File: src/rtl/sha256_round_engine.sv
`default_nettype none
// ============================================================================
// Module   : sha256_round_engine
// Brief    : Iterative SHA-256 compression, one round per clock (66-cycle block).
//            Optional macro SHA256_START_ABORT_EN: start outside IDLE restarts.
// Revision : 1.0 - initial release
// ============================================================================
module sha256_round_engine (
  input  logic         clk,
  input  logic         rst,
  input  logic         start,
  input  logic [511:0] block_in,
  input  logic [255:0] hash_in,
  output logic [5:0]   k_addr,
  input  logic [31:0]  k_in,
  output logic         busy,
  output logic         done,
  output logic [255:0] digest
);

`ifdef SHA256_START_ABORT_EN
  localparam logic c_ABORT_EN = 1'b1;
`else
  localparam logic c_ABORT_EN = 1'b0;
`endif

  typedef enum logic [1:0] {
    S_IDLE  = 2'd0,
    S_ROUND = 2'd1,
    S_FINAL = 2'd2
  } state_t;

  state_t         r_state;
  state_t         w_state_nxt;
  logic [5:0]     r_round;
  logic [31:0]    r_w  [16];
  logic [31:0]    r_hc [8];
  logic [31:0]    r_v  [8];
  logic           r_done;
  logic [255:0]   r_digest;

  logic           w_accept;
  logic           w_finish;
  logic [31:0]    w_t1;
  logic [31:0]    w_t2;
  logic [31:0]    w_wnew;

  function automatic logic [31:0] f_rotr(input logic [31:0] x, input int n);
    return (x >> n) | (x << (32 - n));
  endfunction

  // FSM: next state and control outputs
  always_comb begin
    w_state_nxt = r_state;
    w_accept    = 1'b0;
    w_finish    = 1'b0;
    busy        = 1'b0;
    k_addr      = 6'd0;
    case (r_state)
      S_IDLE: begin
        w_accept = start;
        if (start) w_state_nxt = S_ROUND;
      end
      S_ROUND: begin
        busy     = 1'b1;
        k_addr   = r_round;
        w_accept = start & c_ABORT_EN;
        if (!w_accept && r_round == 6'd63) w_state_nxt = S_FINAL;
      end
      S_FINAL: begin
        busy     = 1'b1;
        w_accept = start & c_ABORT_EN;
        w_finish = ~w_accept;
        w_state_nxt = w_accept ? S_ROUND : S_IDLE;
      end
      default: w_state_nxt = S_IDLE;
    endcase
  end

  always_ff @(posedge clk) begin
    if (rst) r_state <= S_IDLE;
    else     r_state <= w_state_nxt;
  end

  // Round datapath: r_v[0..7] hold a..h
  always_comb begin
    w_t1 = r_v[7]
         + (f_rotr(r_v[4], 6) ^ f_rotr(r_v[4], 11) ^ f_rotr(r_v[4], 25))
         + ((r_v[4] & r_v[5]) ^ (~r_v[4] & r_v[6]))
         + k_in + r_w[0];
    w_t2 = (f_rotr(r_v[0], 2) ^ f_rotr(r_v[0], 13) ^ f_rotr(r_v[0], 22))
         + ((r_v[0] & r_v[1]) ^ (r_v[0] & r_v[2]) ^ (r_v[1] & r_v[2]));
    w_wnew = (f_rotr(r_w[14], 17) ^ f_rotr(r_w[14], 19) ^ (r_w[14] >> 10))
           + r_w[9]
           + (f_rotr(r_w[1], 7) ^ f_rotr(r_w[1], 18) ^ (r_w[1] >> 3))
           + r_w[0];
  end

  always_ff @(posedge clk) begin
    if (rst) begin
      r_round  <= 6'd0;
      r_done   <= 1'b0;
      r_digest <= '0;
      for (int i = 0; i < 16; i++) r_w[i] <= '0;
      for (int i = 0; i < 8; i++) begin
        r_hc[i] <= '0;
        r_v[i]  <= '0;
      end
    end else begin
      r_done <= w_finish;
      if (w_accept) begin
        r_round <= 6'd0;
        for (int i = 0; i < 16; i++) r_w[i] <= block_in[511-32*i -: 32];
        for (int i = 0; i < 8; i++) begin
          r_hc[i] <= hash_in[255-32*i -: 32];
          r_v[i]  <= hash_in[255-32*i -: 32];
        end
      end else if (r_state == S_ROUND) begin
        r_round <= r_round + 6'd1;
        for (int i = 0; i < 15; i++) r_w[i] <= r_w[i+1];
        r_w[15] <= w_wnew;
        r_v[0]  <= w_t1 + w_t2;
        r_v[1]  <= r_v[0];
        r_v[2]  <= r_v[1];
        r_v[3]  <= r_v[2];
        r_v[4]  <= r_v[3] + w_t1;
        r_v[5]  <= r_v[4];
        r_v[6]  <= r_v[5];
        r_v[7]  <= r_v[6];
      end
      if (w_finish) begin
        for (int i = 0; i < 8; i++) r_digest[255-32*i -: 32] <= r_hc[i] + r_v[i];
      end
    end
  end

  assign done   = r_done;
  assign digest = r_digest;

endmodule
`default_nettype wire

File: config.mk
export PLATFORM = sky130hd
export DESIGN_NAME = sha256_round_engine
export DESIGN_NICKNAME = d
export VERILOG_FILES = /design/src/rtl/sha256_round_engine.sv
export SDC_FILE = /design/constraint.sdc
export NUM_CORES = 2
export LEC_CHECK = 0
export CORE_ASPECT_RATIO = 1.1
export CORE_MARGIN = 1.5
export CORE_UTILIZATION = 40
export CTS_CLUSTER_SIZE = 12
export DETAILED_ROUTE_END_ITERATION = 8
export SETUP_SLACK_MARGIN = 0.4
export SYNTH_ARGS = -nofsm -noshare
export SYNTH_HDL_FRONTEND = slang
export SYNTH_SLANG_ARGS = --single-unit
File: constraint.sdc
create_clock -name clk -period 23 [get_ports clk]
set_input_delay 2.3 -clock clk [delete_from_list [all_inputs] [get_ports clk]]
set_output_delay 2.3 -clock clk [all_outputs]
set_load 0.05 [all_outputs]
Yosys cells after proc, flatten, opt, wreduce, memory -nomap -nowiden
Memory sizes are Yosys's and may differ from the RTL's.
Cells that the tools add are included.
{"block": "word_totals", "ff_bits": 265, "mem_bits_rw": 1024, "inputBits": 803, "elab_cells": 190, "memories": 3}
{"block": "classes", "n_addsub": 19, "n_eq_ne": 5, "mux": 72, "bitwise": 83, "n_reduce_logical": 4}
{"memory": "r_w", "depth": 16, "width": 32, "read_ports": 16, "rd_ports_with_merged_regs": 0, "write_ports": 16, "line_no": "36", "text": "logic [31:0] r_w [16];"}
{"memory": "r_hc", "depth": 8, "width": 32, "read_ports": 8, "rd_ports_with_merged_regs": 0, "write_ports": 8, "line_no": "37", "text": "logic [31:0] r_hc [8];"}
{"memory": "r_v", "depth": 8, "width": 32, "read_ports": 8, "rd_ports_with_merged_regs": 0, "write_ports": 8, "line_no": "38", "text": "logic [31:0] r_v [8];"}
{"op": "$mux 32", "count": 56}
{"op": "$add 32x32->32", "count": 18}
{"op": "$xor 32x32->32", "count": 9}
{"op": "$and 32x32->32", "count": 5}
{"op": "$or 1x1->1", "count": 56}
{"op": "$not 32->32", "count": 1}
{"op": "$or 10x32->32", "count": 1}
{"op": "$or 13x32->32", "count": 1}
{"op": "$or 14x32->32", "count": 1}
{"op": "$or 15x32->32", "count": 1}
{"op": "$or 19x32->32", "count": 1}
{"op": "$or 21x32->32", "count": 1}
{"op": "$or 25x32->32", "count": 1}
{"op": "$or 26x32->32", "count": 1}
{"op": "$or 30x32->32", "count": 1}
{"op": "$or 7x32->32", "count": 1}
{"op": "$xor 32x22->32", "count": 1}
{"op": "$xor 32x29->32", "count": 1}
{"op": "$mux 1", "count": 12}
{"op": "$add 6x1->6 const B", "count": 1}
{"op": "$eq 6x6->1 const B", "count": 1}
{"op": "$mux 6", "count": 1}
{"op": "$mux 2", "count": 2}
{"op": "$ne 2x2->1 const B", "count": 2}
{"op": "6 further kinds", "count": 7}

Longest topological paths before layout
{"block": "depth", "depth_word": 9, "ltp_mapped": 36, "mapped_depth_nobuf": 35}

Worst setup path after synthesis
No wires, ideal clock.
{"block": "synth_path", "path_kind": "input port to flip-flop", "from": "in rst", "to": "mem r_v[3][4] (netlist: r_v[0][100]) (enable)", "arrival_ps": 17160, "setup_slack_ps": 5117, "path_stages": 4, "path_buffers": 2, "cell_sequence": "clkbuf_1 nand2b_1 clkbuf_1 nand2b_1"}
{"item": "from (decl)", "line_no": "10", "text": "input logic rst,"}
{"item": "to (decl)", "line_no": "38"}

==> out/qor.log <==
qor: outcome.status finished, final reports clean
qor: floorplanning.floorplan.die_area 191000 um^2
qor: global_route.antenna_violations_before_repair 132
qor: global_route.groute.usage.overall 0.3081
qor: hold_path.min-delay-path-class reg2reg
qor: clocking.tritoncts done
qor: synthesis.mappedNetlistArea 75360 um^2
qor: synthesis.synth_cell_type_count 83
qor: synthesis.synth_area_leader_cell sky130_fd_sc_hd__edfxtp_1
qor: drt.via_count 58310
qor: critical_path.critical-path-max-stage-delay 0.63 ns
qor: synthesis.synth.net_count 8335
qor: critical_path.r2r_slack 14.45 ns
qor: clocking.clock_latency 0.84 ns
qor: critical_path.worst-endpoint-arrival 10.05 ns
qor: timing.clock-skew-final 0.03322 ns
qor: floorplanning.rows 166
qor: global_route.largest_net_degree_at_the_start_of_global_routing 212
qor: hold_path.timing.hold.worst_endpoint digest[222]$_SDFFE_PP0P_
qor: critical_path.critical_path.endpoint_type flop
qor: timing.final_period_minus_worst_setup_slack 9.481 ns
qor: clocking.count_of_cells_resized_by_post_cts_repair 0
qor: clocking.cts.reportedPaths.clkPinSlew 0.06 ns
qor: placed_design.placed_wire_length_estimate 237.2 mm
qor: final_layout.layout.cells.non_filler 10560
qor: floorplanning.initial_core_util 0.4040
qor: floorplanning.chipWidth 416.9 um
qor: clocking.post_cts.repair.setup_buffers 0
qor: critical_path.ff2ff_path_depth 32
qor: drt.routedWlPerCell 28.55 um
qor: placed_design.globalplace.congestion 0.9331
qor: hold_path.hold_start digest[222]$_SDFFE_PP0P_
qor: critical_path.crit_slowest_cell sky130_fd_sc_hd__o21ai_0
qor: drt.route.detailed.vias_per_inst 5.521
qor: placed_design.dp.cells 10210
qor: job.maxCapViolCount 0
qor: critical_path.crit_fanout 4
qor: synthesis.synth_top_cells_by_count sky130_fd_sc_hd__edfxtp_1, sky130_fd_sc_hd__nand2_1, sky130_fd_sc_hd__nor2_1
qor: drt.totalWireLength 301.5 mm
qor: global_route.grt_pass1_wl 419.7 mm
qor: clocking.clock_tree.root_cell sky130_fd_sc_hd__clkbuf_16
qor: floorplanning.num_io_pins 1067
qor: drt.route.detailed.drc 0
qor: global_route.grt_pass1_vias 57740
qor: synthesis.synth_enable_flop_cells 1024
qor: timing.slew_headroom 0.1315
qor: synthesis.synth-seq-cells 1289
qor: synthesis.portion_of_synthesized_cell_area_occupied_by_the_leading_cell_type 0.4080
qor: drt.detailedRoute.firstPassIterationCount 6
qor: timing.final-hold-violation-count 0
qor: synthesis.ffs_w_async_s_r_synth 0
qor: clocking.h-tree-depth 4
qor: floorplanning.floorplan.die.height 458.2 um
qor: synthesis.synthMostInstantiatedCell sky130_fd_sc_hd__edfxtp_1
qor: placed_design.io_buffers 1066
qor: floorplanning.floorplan_core_area 186500 um^2
qor: critical_path.critPathLaunchType input pin
qor: drt.drtIter0Drc 4813
qor: timing.transition_at_the_pin_with_the_smallest_max_transition_slack 1.303 ns
qor: synthesis.seq_area_frac_synth 0.4784
qor: timing.clock.fmax 0.1055 GHz
qor: clocking.cts.path.max_buffers 3
qor: synthesis.synth-warning-count 0
qor: critical_path.cp.required 23.57 ns
qor: drt.ant_nets 0
qor: timing.final.period_utilization 0.4122
qor: final_layout.finalNetCount 9298
qor: timing.totalNegativeSetupSlack 0 ns
qor: critical_path.criticalPathCategory in2reg
qor: synthesis.yosys-top-cells-area sky130_fd_sc_hd__edfxtp_1, sky130_fd_sc_hd__dfxtp_1, sky130_fd_sc_hd__ha_1, sky130_fd_sc_hd__fa_1, sky130_fd_sc_hd__mux2i_1
qor: final_layout.post_route_cells_drive_above_1_share 0.05184
qor: critical_path.launch_instance_of_the_worst_register_to_register_path r_v[1][26]$_DFFE_PP_
qor: clocking.clock_sink_count 1289
qor: clocking.numCtsBuffers 150
qor: synthesis.syn-instance-count 6959
qor: timing.setup_viol 0
qor: critical_path.start_point_of_the_critical_path k_in[1]
qor: synthesis.syn-mean-instance-area 10.83 um^2
qor: final_layout.final.fill_count 17060
qor: timing.timing.final.max_slew_violations 0
qor: timing.rsz0062_at_grt no
qor: hold_path.timing.hold.worst_path_depth 2
qor: synthesis.synth_flop_cell sky130_fd_sc_hd__edfxtp_1
qor: final_layout.syn_to_final_growth 24.02%
qor: clocking.post_cts_hold_buffer_count 0
qor: critical_path.crit-reg2reg-capture r_v[0][30]$_DFFE_PP_
qor: critical_path.critical-path-top-cell-by-count sky130_fd_sc_hd__inv_1
qor: global_route.grt_overflow_total 0
## state kept, by name (all words and copies together), names as in the netlist
signal / count
digest: 256
done: 1
r_hc: 256
r_round: 6
r_state: 2
r_v: 256
r_w: 512
## cell type report
class,instances,area [um^2],share of cell area
multi-input combinational,5037,37030,0.3962
timing repair buffer,1126,11190,0.1197
inverter,318,1194,0.01277
clock buffer,216,4270,0.04569
clock inverter,58,475.5,0.005087
antenna,80,200.2,0.002142
tap,2436,3048,0.03261
sequential,1289,36050,0.3858
## cells by family (layout without fill, tap and decap cells)
kind of cell,after synthesis,after routing,synth area share
buf+inv,633,1718,0.03155
simple gates,2089,2089,0.1264
other cells,0,80,0
mux,465,465,0.06369
compound gates,1329,1329,0.1174
flops,1289,1289,0.4784
fa+ha+maj,576,576,0.1150
xor+xnor,578,578,0.06754
## metal layers
| metal | track usage | vias to the layer above | part of all wire |
|---|---|---|---|
| met4 | 0.2033 | 56 | 0.069 |
| met1 | 0.3370 | 28810 | 0.36 |
| met3 | 0.05928 | 642 | 0.057 |
| met2 | 0.5425 | 2035 | 0.51 |
| li1 | - | 26770 | - |
| met5 | 0 | - | 0.0013 |
## stage by stage
step | worst slack, ns | utilization | cell area, um^2 | hold slack [ns]
4_1_cts | 13.61 | 0.5000 | 93260 | 0.4512
5_1_grt | 13.07 | 0.5010 | 93440 | 0.4714
6_report | 13.52 | 0.5011 | 93460 | 0.4512
2_1_floorplan | 5.117 | - | 75360 | 0.4836
3_5_place_dp | 12.77 | 0.4746 | 88520 | 0.4425
3_3_place_gp | 12.89 | 0.4746 | 88520 | 0.4361
## worst max-delay path, delay by kind of cell
| kind | cells | cell delay, ns |
|---|---|---|
| xor gates and xnor gates | 2 | 0.38 |
| AOI/OAI and AO/OA | 12 | 2.98 |
| and+or+nand+nor | 3 | 0.54 |
| buffers and inverters | 7 | 0.90 |
| adders and majority gates | 7 | 2.93 |
## how the worst max path moves through the flow
stage | end | depth (start not counted)
5_1_grt | r_v[0][31]$_DFFE_PP_ | 32
2_1_floorplan | r_v[0][100]$_SDFFCE_PN0P_ | 4
3_5_place_dp | r_v[0][30]$_DFFE_PP_ | 31
3_3_place_gp | r_v[0][30]$_DFFE_PP_ | 31
6_report | r_v[0][30]$_DFFE_PP_ | 31
4_1_cts | r_v[0][30]$_DFFE_PP_ | 31
## cells in the final DEF, fill, tap and decap left out, types with 29 or more instances in the layout
master                               n
sky130_fd_sc_hd__fa_1              195
sky130_fd_sc_hd__nor3_1             41
sky130_fd_sc_hd__nor2_1            558
sky130_fd_sc_hd__a31oi_1            29
sky130_fd_sc_hd__nand3_1           280
sky130_fd_sc_hd__diode_2            80
sky130_fd_sc_hd__inv_1             317
sky130_fd_sc_hd__and2_1            204
sky130_fd_sc_hd__a21o_1            209
sky130_fd_sc_hd__xor2_1            180
sky130_fd_sc_hd__clkbuf_16         157
sky130_fd_sc_hd__o21ai_0           263
sky130_fd_sc_hd__a211oi_1           73
sky130_fd_sc_hd__edfxtp_1         1024
sky130_fd_sc_hd__ha_1              376
sky130_fd_sc_hd__dfxtp_1           265
sky130_fd_sc_hd__clkdlybuf4s50_1  1065
sky130_fd_sc_hd__mux2_2            116
sky130_fd_sc_hd__nor2b_1           113
sky130_fd_sc_hd__o21ai_1            40
sky130_fd_sc_hd__o21a_1             79
sky130_fd_sc_hd__nand2b_1           58
sky130_fd_sc_hd__xnor2_1           396
sky130_fd_sc_hd__or3_1              30
sky130_fd_sc_hd__a21oi_1           284
sky130_fd_sc_hd__clkbuf_1           47
sky130_fd_sc_hd__a22o_1            141
sky130_fd_sc_hd__mux2i_1           349
sky130_fd_sc_hd__buf_4              55
sky130_fd_sc_hd__o21bai_1           37
sky130_fd_sc_hd__nand2_1           713
Power is not shown: default switching activity piles up to over one toggle a cycle in this logic, so the estimate is an artifact.
